## src/rtl/ifetch.sv

```systemverilog
// ----------------------------------------------------------------------------
// ifetch -- instruction fetch and prefetch queue for the 16-bit compressed-ISA
// core.
//
// Reads aligned 32-bit words from the instruction bus and splits each word
// into 16-bit halfwords. The halfwords are buffered in a QD-entry circular
// queue and handed to the decoder one per cycle. A redirect from execute
// flushes the queue and restarts fetch at the new PC.
//
// Parameters:
//   RV        register / PC width
//   QD        queue depth in halfwords (power of two, >= 2)
//   RESET_PC  fetch PC after reset (bit 0 ignored)
//
// Optional build macro:
//   IFETCH_BYPASS_EN  when defined, the first halfword of a response is handed
//                     straight to the decoder in the mem_ack cycle if the
//                     queue is empty and ready_in is high.
//
// Ports:
//   clk          in   clock, rising edge
//   reset        in   asynchronous active-low reset
//   ready_in     in   decoder accepts one instruction this cycle
//   redirect     in   flush queue, restart fetch at redirect_pc
//   redirect_pc  in   new fetch PC (bit 0 ignored)
//   mem_req      out  read request, held until mem_ack
//   mem_addr     out  word-aligned read address, held until mem_ack
//   mem_ack      in   read complete; mem_rdata / mem_fault valid
//   mem_rdata    in   read data, little-endian
//   mem_fault    in   bus error on this read
//   ins          out  instruction at queue head, 0 when empty
//   rdone        out  ins valid and consumed this cycle
//   ins_pc       out  byte address of ins
//   ifault       out  head entry is a fetch fault
//
// Handshakes: a request is outstanding from the first cycle mem_req is high
// until the cycle mem_ack is high; mem_req/mem_addr do not change in between,
// and mem_ack is only meaningful while mem_req is high. On the decoder side
// ins/ins_pc/ifault are valid whenever the queue is non-empty, and the head
// is consumed exactly in the cycles where rdone is high.
// ----------------------------------------------------------------------------
module ifetch #(
  parameter int             RV       = 32,
  parameter int             QD       = 4,
  parameter logic [RV-1:0]  RESET_PC = '0
) (
  input  logic          clk,
  input  logic          reset,
  input  logic          ready_in,
  input  logic          redirect,
  input  logic [RV-1:0] redirect_pc,
  output logic          mem_req,
  output logic [RV-1:0] mem_addr,
  input  logic          mem_ack,
  input  logic [31:0]   mem_rdata,
  input  logic          mem_fault,
  output logic [15:0]   ins,
  output logic          rdone,
  output logic [RV-1:0] ins_pc,
  output logic          ifault
);

  localparam int AW = (QD > 2) ? $clog2(QD) : 1;
  localparam int CW = AW + 1;
  localparam logic [CW-1:0] QD_C = CW'(QD);

  // Fetch control: IDLE (free to issue), BUSY (request outstanding),
  // DROP (request outstanding, response to be discarded), HALT (stopped
  // after a fault until the next redirect).
  typedef enum logic [1:0] {S_IDLE, S_BUSY, S_DROP, S_HALT} state_t;

  state_t        r_state;
  state_t        w_state_n;
  logic [RV-1:0] r_fpc;
  logic [RV-1:0] w_fpc_n;
  logic [RV-1:0] r_addr;
  logic [AW-1:0] r_head;
  logic [AW-1:0] r_tail;
  logic [AW-1:0] w_tail1;
  logic [CW-1:0] r_cnt;
  logic [CW-1:0] w_cnt_n;

  logic [15:0]   r_q_ins [QD];
  logic [RV-1:0] r_q_pc  [QD];
  logic          r_q_flt [QD];

  logic          w_busy;
  logic          w_rsp;
  logic          w_take;
  logic          w_empty;
  logic          w_pop;
  logic          w_byp;
  logic          w_halt_n;
  logic          w_free_ok;
  logic          w_issue;
  logic [1:0]    w_nh;
  logic [1:0]    w_npush;
  logic [15:0]   w_h0_ins;
  logic [RV-1:0] w_h0_pc;
  logic          w_h0_flt;
  logic [15:0]   w_h1_ins;
  logic [RV-1:0] w_h1_pc;
  logic [15:0]   w_w0_ins;
  logic [RV-1:0] w_w0_pc;
  logic          w_w0_flt;
  logic          w_unused;

  assign w_unused = redirect_pc[0];

  assign w_busy  = (r_state == S_BUSY) || (r_state == S_DROP);
  assign w_rsp   = w_busy & mem_ack;
  // A response is used only in BUSY and only if no redirect coincides.
  assign w_take  = (r_state == S_BUSY) & mem_ack & ~redirect;
  assign w_empty = (r_cnt == '0);
  assign w_pop   = ~w_empty & ready_in & ~redirect;

`ifdef IFETCH_BYPASS_EN
  assign w_byp = w_take & w_empty & ready_in;
`else
  assign w_byp = 1'b0;
`endif

  // Halfwords carried by this response: h0 is the first in program order,
  // h1 only exists for a non-faulting read at a word-aligned fpc.
  always_comb begin
    w_h0_ins = mem_fault ? 16'h0000 : (r_fpc[1] ? mem_rdata[31:16] : mem_rdata[15:0]);
    w_h0_pc  = r_fpc;
    w_h0_flt = mem_fault;
    w_h1_ins = mem_rdata[31:16];
    w_h1_pc  = r_fpc + RV'(2);
    w_nh     = 2'd0;
    if (w_take) begin
      w_nh = (mem_fault || r_fpc[1]) ? 2'd1 : 2'd2;
    end
  end

  // When h0 bypasses the queue, h1 (if any) becomes the first write.
  assign w_npush  = w_nh - {1'b0, w_byp};
  assign w_w0_ins = w_byp ? w_h1_ins : w_h0_ins;
  assign w_w0_pc  = w_byp ? w_h1_pc  : w_h0_pc;
  assign w_w0_flt = w_byp ? 1'b0     : w_h0_flt;
  assign w_tail1  = r_tail + AW'(1);

  assign w_cnt_n = redirect ? '0 : (r_cnt + CW'(w_npush) - CW'(w_pop));

  always_comb begin
    w_fpc_n = r_fpc;
    if (redirect) begin
      w_fpc_n = {redirect_pc[RV-1:1], 1'b0};
    end else if (w_take && !mem_fault) begin
      w_fpc_n = r_fpc + (r_fpc[1] ? RV'(2) : RV'(4));
    end
  end

  assign w_halt_n = (w_take & mem_fault) | ((r_state == S_HALT) & ~redirect);

  // Space is judged on next-cycle occupancy; since only one request is ever
  // outstanding and pops only free space, the response always fits.
  assign w_free_ok = (QD_C - w_cnt_n) >= (w_fpc_n[1] ? CW'(1) : CW'(2));
  assign w_issue   = ~redirect & ((r_state == S_IDLE) | w_rsp) & ~w_halt_n & w_free_ok;

  always_comb begin
    w_state_n = r_state;
    if (redirect) begin
      w_state_n = (w_busy && !mem_ack) ? S_DROP : S_IDLE;
    end else if (w_issue) begin
      w_state_n = S_BUSY;
    end else if (w_halt_n) begin
      w_state_n = S_HALT;
    end else if (w_rsp) begin
      w_state_n = S_IDLE;
    end
  end

  always_ff @(posedge clk or negedge reset) begin
    if (!reset) begin
      r_state <= S_IDLE;
      r_fpc   <= {RESET_PC[RV-1:1], 1'b0};
      r_addr  <= '0;
      r_head  <= '0;
      r_tail  <= '0;
      r_cnt   <= '0;
    end else begin
      r_state <= w_state_n;
      r_fpc   <= w_fpc_n;
      r_cnt   <= w_cnt_n;
      if (w_issue) begin
        r_addr <= {w_fpc_n[RV-1:2], 2'b00};
      end
      if (redirect) begin
        r_head <= '0;
        r_tail <= '0;
      end else begin
        r_head <= r_head + AW'(w_pop);
        r_tail <= r_tail + AW'(w_npush);
      end
    end
  end

  // Queue storage needs no reset: entries are only visible while counted.
  always_ff @(posedge clk) begin
    if (w_npush != 2'd0) begin
      r_q_ins[r_tail] <= w_w0_ins;
      r_q_pc[r_tail]  <= w_w0_pc;
      r_q_flt[r_tail] <= w_w0_flt;
    end
    if (w_npush == 2'd2) begin
      r_q_ins[w_tail1] <= w_h1_ins;
      r_q_pc[w_tail1]  <= w_h1_pc;
      r_q_flt[w_tail1] <= 1'b0;
    end
  end

  assign mem_req  = w_busy;
  assign mem_addr = r_addr;
  assign rdone    = w_pop | w_byp;

  always_comb begin
    ins    = 16'h0000;
    ins_pc = '0;
    ifault = 1'b0;
    if (!w_empty) begin
      ins    = r_q_ins[r_head];
      ins_pc = r_q_pc[r_head];
      ifault = r_q_flt[r_head];
    end else if (w_byp) begin
      ins    = w_h0_ins;
      ins_pc = w_h0_pc;
      ifault = w_h0_flt;
    end
  end

endmodule
```

## config.mk

```make
export PLATFORM = sky130hd
export DESIGN_NAME = ifetch
export DESIGN_NICKNAME = d
export VERILOG_FILES = /design/src/rtl/ifetch.sv
export SDC_FILE = /design/constraint.sdc
export NUM_CORES = 1
export LEC_CHECK = 0
export CORE_MARGIN = 4
export CORE_UTILIZATION = 57
export CTS_CLUSTER_SIZE = 24
export DETAILED_ROUTE_END_ITERATION = 10
export PLACE_DENSITY = 0.84
export SYNTH_ARGS = -nofsm -noshare
export SYNTH_HDL_FRONTEND = slang
export SYNTH_SLANG_ARGS = --single-unit
```

## constraint.sdc

```tcl
create_clock -name clk -period 4.5 [get_ports clk]
set_input_delay 1.35 -clock clk [delete_from_list [all_inputs] [get_ports clk]]
set_output_delay 1.35 -clock clk [all_outputs]
set_load 0.02 [all_outputs]
```

==> out/results.ini <==
[sta]
report.final.hold_viol_count = 0
worst_tran_pin_value_ns = 0.749
finalWorstPathRequiredPeriod_ns = 4.41
final_min_period_over_clock_period_pct = 97.9
fmaxAchievable_mhz = 227
timing.final.max_slew_violations = 0
worst_clock_skew_ns = 0.0209
max_slew_margin_pct = 49.7
setup_viol = 0

[final_layout]
insertedDiodeCount = 0
multi_input_gate_area_in_the_final_layout_sq_um = 5250
utilization_pct = 70.2
final_net_count = 1302
layout.cells.most_common = edfxtp_1
layout_cell_share_with_drive_strength_beyond_1_pct = 17.0
sequential_cell_area_sq_um = 7480
finish.instance_area_sq_um = 16000
fill_cells = 1511
most-common-layout-cells = edfxtp_1 (188), nand2_1 (171), clkdlybuf4s50_1 (146), dfrtp_1 (68), xnor2_1 (59)
area_delta_synth_final_pct = 20.3

[drt]
antenna_left = 0
drt-vias-per-instance = 5.98
detail_route.wirelength_microns = 33200
wl_per_cell_microns = 21.4
drc_errors = 0
initialDrtViolationCount = 963
num_vias = 9288
drt-pass1-iter-count = 6

[pwr]
static-leakage-power_nw = 5.64
ir_drop_uv = 385
power_per_cell_area_nw_per_um2 = 499

[placement]
dpl-instance-area_sq_um = 15000
dpl.hpwl_microns = 20900
gpl.final_weighted_congestion = 0.844
buffers_on_ports = 148

[global_routing]
grt_max_degree = 73
globalRouteTotalUtil_pct = 24.8
grt_antenna_before_repair = 0
global_route_wire_length_before_repair_microns = 51400
grt_remaining_overflow = 0
number_of_global_route_vias_before_repair = 9411

[synth]
seq_area_frac_synth_pct = 56.1
yosys_warnings = 0
netlist-cell-type-count = 55
number_of_enable_type_register_cells_in_the_synthesized_netlist = 188
synth-seq-cells = 262
yosys_most_used_dff = edfxtp_1
postSynth.asyncResetShare_pct = 26.7
synthesis.area_sq_um = 13300
synth_cells = 1130
synthesis.area_per_instance_sq_um = 11.8

[clock_tree]
tritoncts_num_sinks = 262
tritoncts = done
insertion_delay_to_the_later_sink_of_the_worst_skew_pair_ns = 0.54
ctsHtreeMaxLevel = 1
cts_max_path_buffers = 3
ctsRootBufferMaster = clkbuf_16
worst_setup_hold_path_clk_slew_ns = 0.06
tritoncts.num_buffers = 26
cts_hold_repair.buffers = 0

[floorplanning]
design.core.area_sq_um = 22800
floorplan.die_area_sq_um = 25900
die_h_microns = 161
start_util_pct = 58.4
chipWidth_microns = 161
io_pins = 153
placementRows = 55

[setup_path]
critPathCaptureType = register
path_max_fanout = 8
critPathLaunchType = input pin
critPathArrivalTime_ns = 4.83
setup.worst_path.class = in2reg
data_required_critical_path_ns = 4.92

[outcome]
run_status = complete, no violations

[hold_path]
holdCritPathClass = reg2reg

[job]
cap_viol_max_count = 0

[registers in the layout, indices dropped and copies added, names as in the netlist]
signal	flops
mem_addr	30
r_cnt	3
r_fpc	31
r_head	2
r_q_flt	4
r_q_ins	64
r_q_pc	124
r_state	2
r_tail	2
[worst paths after layout]
path / startpoint / end / slack, ns / cells after the start
setup / recovery: redirect / mem_addr[25]$_DFFE_PN0P_ / 0.09 / 15
hold / removal: r_q_flt[0]$_SDFFE_PP0P_ / r_q_flt[0]$_SDFFE_PP0P_ / 0.48 / 2
setup reg to reg: r_state[1]$_DFFE_PN0P_ / mem_addr[25]$_DFFE_PN0P_ / 0.59 / 16
hold reg to reg: r_q_flt[0]$_SDFFE_PP0P_ / r_q_flt[0]$_SDFFE_PP0P_ / 0.48 / 2
max in group asynchronous: reset / r_head[0]$_DFF_PN0_ / 2.71 / 2
min in group asynchronous: reset / r_fpc[24]$_DFF_PN0_ / 0.86 / 1
[cells by family (layout without fill, tap and decap cells)]
| logic type | count (synthesis) | count (layout) | share of synthesized area (%) |
|---|---|---|---|
| compound gates | 156 | 156 | 6.75 |
| xor+xnor | 88 | 88 | 5.89 |
| fa+ha+maj | 13 | 13 | 1.28 |
| buf+inv | 162 | 269 | 5.10 |
| flops | 262 | 262 | 56.1 |
| mux | 88 | 88 | 11.5 |
| other cells | 1 | 3 | 0.0281 |
| simple gates | 360 | 360 | 13.4 |
[power by group]
group | switching (mW) | internal (mW) | leakage [nW] | total [mW]
combinational | 1.36 | 1.30 | 2.62 | 2.66
sequential | 0.242 | 2.89 | 2.57 | 3.13
clock | 0.908 | 1.31 | 0.453 | 2.22
total | 2.51 | 5.50 | 5.64 | 8.01
[cell type report]
cell class	count	share of cell area [%]
clock inverter	5	0.234
clock buffer	43	5.38
sequential	262	46.6
multi-input combinational	708	32.7
tap	313	2.44
inverter	22	0.515
timing repair buffer	199	12.1
[Yosys cell counts, drive strengths merged, types with 32 or more instances]
cell type | count | area share [%]
a21oi | 56 | 2.1
a22oi | 32 | 1.8
buf | 41 | 1.7
clkbuf | 99 | 2.8
dfrtp | 70 | 13
edfxtp | 188 | 42
mux2 | 39 | 3.3
mux4 | 48 | 8.1
nand2 | 175 | 4.9
nor2 | 49 | 1.4
nor2b | 51 | 2.4
o21ai | 54 | 2.0
xnor2 | 59 | 3.9
[layer usage]
layer	global-route usage (%)	routed length [microns]	share of wire [%]	vias to the layer above
li1	-	-	-	4140
met1	34.1	12700	38	4517
met2	41.9	16700	50	561
met3	3.00	3040	9.2	70
met4	7.48	780	2.3	0
met5	0	0	0	-
[per-stage QoR]
stage               hold slack, ns  setup TNS [ns]  instances  power [mW]  setup slack [ns]
floorplan                    0.433          -0.110       1132        4.64           -0.0110
finish                       0.478               0       1552        8.01            0.0924
CTS                          0.476               0       1545        7.94             0.132
global route                 0.502          -0.274       1552        8.33           -0.0243
detailed placement           0.465          -11.37       1497        5.72            -0.419
global placement             0.452           -9.93       1497        5.64            -0.376
[worst max-delay path, stage by stage]
cell and delay (ns):
clkdlybuf4s50_1 0.41, nand3b_1 0.29, nor2_4 0.19, nand2_2 0.07
ha_1 0.28, inv_1 0.05, fa_1 0.52, nand2_2 0.09
ha_4 0.24, ha_1 0.27, a21o_1 0.18, o31ai_4 0.22
buf_6 0.18, clkbuf_16 0.17, mux2_2 0.33
[repair_timing]
| action | in CTS | in global routing |
|---|---|---|
| resized for setup | 0 | 6 |
| setup buffers | 0 | 5 |
| endpoints found under the setup margin | 0 | 25 |
No activity file was read; power rests on OpenSTA's default activity.
==> RTL edit 1, RTL diff (same flow settings) <==
Reset style: synchronous (`reset`), changed in one clocked block. Comments in the files are not updated.
--- a/src/rtl/ifetch.sv
+++ b/src/rtl/ifetch.sv
@@ -172,7 +172,7 @@
     end
   end
 
-  always_ff @(posedge clk or negedge reset) begin
+  always_ff @(posedge clk) begin
     if (!reset) begin
       r_state <= S_IDLE;
       r_fpc   <= {RESET_PC[RV-1:1], 1'b0};
Behaviour: differs if reset is asserted again (counterexample within 4 cycles, from zero or initial values and one cycle with reset low); with reset held inactive, the same outputs for 4 cycles.
==> RTL edit 1 against the original RTL <==
  * Area after synthesis shrank 1.8%
  * Register-to-register slack gained 0.45 ns
  * Final area shrank 2.4%
  * Clock skew shrank 0.0089 ns
  * Wire length grew 1.1%
  * Final cell count grew 1.7%
  * Worst setup slack gained 0.17 ns
  * Sequential cell count is the same
  * Worst hold slack lost 0.0043 ns
Power is not compared: it rests on default switching activity, and its combinational part moved more than twofold at a synthesized area within 25%.
==> RTL edit 1: results (changes against the original RTL) <==
metric;value;unit;change
antenna_found_initial;0;;unchanged
antenna_cells;0;;unchanged
status;completed;;
synth_top_cells_by_count;edfxtp_1 (188), nand2_1 (158), clkbuf_1 (125);;
top_regs;r_q_pc: 124 flops, r_q_ins: 64 flops, r_fpc: 31 flops;;
swShare;0.235;;
placedCellCount;1530;;+2.2%
hold_class;flip-flop to flip-flop;;
place_ws;-0.195;ns;+0.224 ns
async_flop_share;0;;-0.267
ys.flop_type;edfxtp_1;;
setup_viol;0;;unchanged
path_max_fanout;4;;-4
cts_buffer_depth;3;;unchanged
seq_area_frac_synth;0.544;;-0.0164
ir_drop;0.273;mV;
vias_per_cell;6.22;;+3.9%
reg2reg_from;r_state[1];;
wire_per_inst;21.3;um;-0.61%
grt_pass1_vias;9778;;+3.9%
drt_pass1_iterations;6;;unchanged
critPathArrivalTime;2.88;ns;-1.95 ns
yosys_warnings;0;;unchanged
syn_avg_cell_area;10.9;um^2;-7.6%
final_cells;1578;;+1.7%
grt_max_degree;76;;+4.1%
htreeDepth;1;;unchanged
cts_resized;0;;unchanged
cts_buffers;26;;unchanged
io_buffers;148;;unchanged
leakage;0.00536;uW;
tightestPinTransition;1.06;ns;+0.307 ns
cts_root_buf;clkbuf_16;;
worst_slack;0.265;ns;+0.173 ns
track_usage;0.255;;+0.00695
rrSetupSlack;1.04;ns;+0.45 ns
drt_iter0_drc;1099;;+14%
synth_edf_count;188;;unchanged
cp-startpoint;redirect;;
place.gp.congestion;0.912;;+8.1%
rr_worst_depth;15;;-1
setup.worst_path.end;rdone;;
post_cts_buffers;0;;unchanged
nets;1355;;+4.1%
r2r_end;mem_addr[20];;
synth_area_leaders;edfxtp_1 (43%), dfxtp_1 (11%), mux4_2 (8.3%);;
layout-drive-gt1-share;0.124;;-0.0466
grt_pass1_wl;52500;um;+2.1%
skew;0.0120;ns;-0.00887 ns
clkTransAtPathRegs;0.06;ns;about the same
clock_latency;0.54;ns;about the same
dp_hpwl;21600;um;+3.6%
ys_types;60;;+9.1%
-- RTL edit 1: worst max-delay path, cell delays in order --
cell and delay, ns:
clkdlybuf4s50_1 0.48, buf_4 0.18, nor2_1 0.13, buf_4 0.14, clkdlybuf4s50_1 0.60
-- RTL edit 1: cells by family (layout without fill, tap and decap cells) --
group	count (synthesis)	count (layout)	share of synthesized area
AND/OR/NAND/NOR	399	399	0.147
flip-flops	262	262	0.544
AO/OA/AOI/OAI	226	226	0.102
buffers and inverters	163	253	0.0498
XOR/XNOR	84	84	0.0572
multiplexers	54	54	0.0872
adder cells (fa/ha/maj)	12	12	0.0120
other	1	3	0.000286
-- RTL edit 1: routing by layer --
metal  up-vias  global-route usage  share of wire
li1       4407                   -              -
met1      4687               0.352           0.39
met2       626               0.417           0.48
met3        93              0.0399           0.11
met4         0              0.0872          0.028
met5         -                   0              0
-- RTL edit 1: worst min path at each step --
stage               startpoint    endpoint  slack [ns]  cells past startpoint
floorplan           r_q_flt[1]  r_q_flt[1]        0.43                      2
global placement    r_q_flt[0]  r_q_flt[0]        0.44                      2
detailed placement  r_q_flt[0]  r_q_flt[0]        0.46                      2
CTS                 r_q_flt[0]  r_q_flt[0]        0.47                      2
global route        r_q_flt[0]  r_q_flt[0]        0.48                      2
finish              r_q_flt[0]  r_q_flt[0]        0.47                      2
-- RTL edit 1: per-stage QoR --
step	util	instance area [um^2]
after floorplan	-	13100
after global placement	0.651	14700
after detailed placement	0.651	14700
after CTS	0.692	15700
after global routing	0.692	15700
final	0.692	15700
-- RTL edit 1: layout make-up --
type | instances | area [um^2]
flip-flops and latches | 262 | 7130
fillers | 1506 | 6980
multi-input cells | 778 | 5340
repair buffers | 191 | 1850
clock buffers | 39 | 876
well taps | 285 | 357
clock inverters | 9 | 56.3
inverters | 14 | 52.6
-- RTL edit 1: power by group through the flow --
| stage | combinational (uW) | sequential (uW) | clock, uW |
|---|---|---|---|
| 3_5_place_dp | 535 | 2780 | 0 |
| 6_report | 547 | 2730 | 2270 |
| 5_1_grt | 591 | 2740 | 2400 |
| 2_1_floorplan | 319 | 2770 | 0 |
| 4_1_cts | 543 | 2730 | 2290 |
| 3_3_place_gp | 517 | 2770 | 0 |
==> RTL edit 2, RTL diff (same settings) <==
Made on the original files. The option `IFETCH_BYPASS_EN` is turned on by a define.
--- a/src/rtl/ifetch.sv
+++ b/src/rtl/ifetch.sv
@@ -39,6 +39,8 @@
 // ins/ins_pc/ifault are valid whenever the queue is non-empty, and the head
 // is consumed exactly in the cycles where rdone is high.
 // ----------------------------------------------------------------------------
+`define IFETCH_BYPASS_EN
+
 module ifetch #(
   parameter int             RV       = 32,
   parameter int             QD       = 4,
Behaviour: not the same (Yosys sat finds a counterexample within 4 cycles, from zero or initial values and one cycle with reset low).
==> RTL edit 2 against the original RTL <==
  * Wire length increased by 14%
  * Non-clock buffer count rose by 14
  * Sequential cell count is the same
  * Synthesized cell count up 8.4%
  * First-iteration DRC count grew 35%
  * Sequential power down 2%
  * Via count rose by 15%
  * Area after synthesis grew 6.0%
  * Worst setup slack worse by 0.077 ns
  * Total power is 4.0% higher
  * Final area is 7.1% higher
==> RTL edit 2: results (changes against the original RTL) <==
metric;value;unit;change
place_ws;-0.793;ns;-0.374 ns
min_to;mem_addr[25];;
place.gp.congestion;0.896;;+6.2%
combPwrFrac;0.360;;+0.028
syn_inst;1225;;+8.4%
grtUsageMet2;0.445;;+0.0260
skew;0.0160;ns;-0.00494 ns
holdWs;0.511;ns;+0.0330 ns
path_max_fanout;5;;-3
ys_types;61;;+11%
status;completed;;
wl_met2;18300;um;+9.7%
final_cells;1714;;+10%
leakage;0.00607;uW;+7.7%
hold_start;mem_addr[25];;
dp_hpwl;23300;um;+12%
use_met1;0.371;;+0.0300
wl_met1;14300;um;+13%
seq_area_frac_synth;0.529;;-0.0315
r2r_end;r_fpc[28];;
wl_met3;4020;um;+32%
met3_usage;0.0447;;+0.0147
synth_top_cells_by_count;edfxtp_1 (188), nand2_1 (161), a21oi_1 (103);;
synth_area_leaders;edfxtp_1 (40%), dfrtp_1 (12%), mux4_2 (7.7%);;
holdPathStages;1;;-1
vias;10700;;+15%
layout-drive-gt1-share;0.191;;+0.0211
cts_resized;138;;+138
==> RTL edit 2: changes by cell type after synthesis, sizes merged, moves of 5 or more <==
cell	delta
nand3	+5
xnor2	+47
o21ai	+41
a21oi	+49
xor2	+13
a22oi	-32
nand2	-14
a22o	+32
nor2b	-46
and2	+15
clkbuf	-41
and3	+7
==> RTL edit 2: area by class of cell <==
class	instances	area (um^2)	share of cell area
Multi-Input combinational cell	841	6250	0.364
Inverter	22	82.6	0.00481
Sequential cell	262	7480	0.435
Timing Repair Buffer	213	2060	0.120
Tap cell	324	405	0.0236
Clock inverter	15	88.8	0.00517
Clock buffer	37	818	0.0476
==> RTL edit 2: cell families (layout without fill, tap and decap cells) <==
| logic type | Yosys count | count (layout) | synth area share |
|---|---|---|---|
| multiplexers | 89 | 89 | 0.109 |
| XOR/XNOR | 148 | 148 | 0.0949 |
| buffers and inverters | 124 | 287 | 0.0374 |
| other | 1 | 3 | 0.000265 |
| AO/OA/AOI/OAI | 252 | 252 | 0.102 |
| adder cells (fa/ha/maj) | 14 | 14 | 0.0129 |
| flip-flops | 262 | 262 | 0.529 |
| AND/OR/NAND/NOR | 335 | 335 | 0.115 |
==> RTL edit 2: how the worst max path moves through the flow <==
stage / endpoint / slack [ns] / startpoint
6_report: ins_pc[12] / 0.02 / mem_ack
5_1_grt: mem_addr[29] / -0.001 / mem_ack
4_1_cts: ins[14] / 0.005 / redirect
3_5_place_dp: mem_addr[21] / -0.79 / ready_in
3_3_place_gp: mem_addr[20] / -0.74 / ready_in
2_1_floorplan: r_state[0] / -0.26 / redirect
==> RTL edit 2: critical path: stages <==
cell and delay, ns:
clkdlybuf4s50_1 0.47, nand3b_1 0.14, buf_4 0.19, nor2_4 0.20, buf_6 0.18, a22o_1 0.23, dlygate4sd2_1 0.36
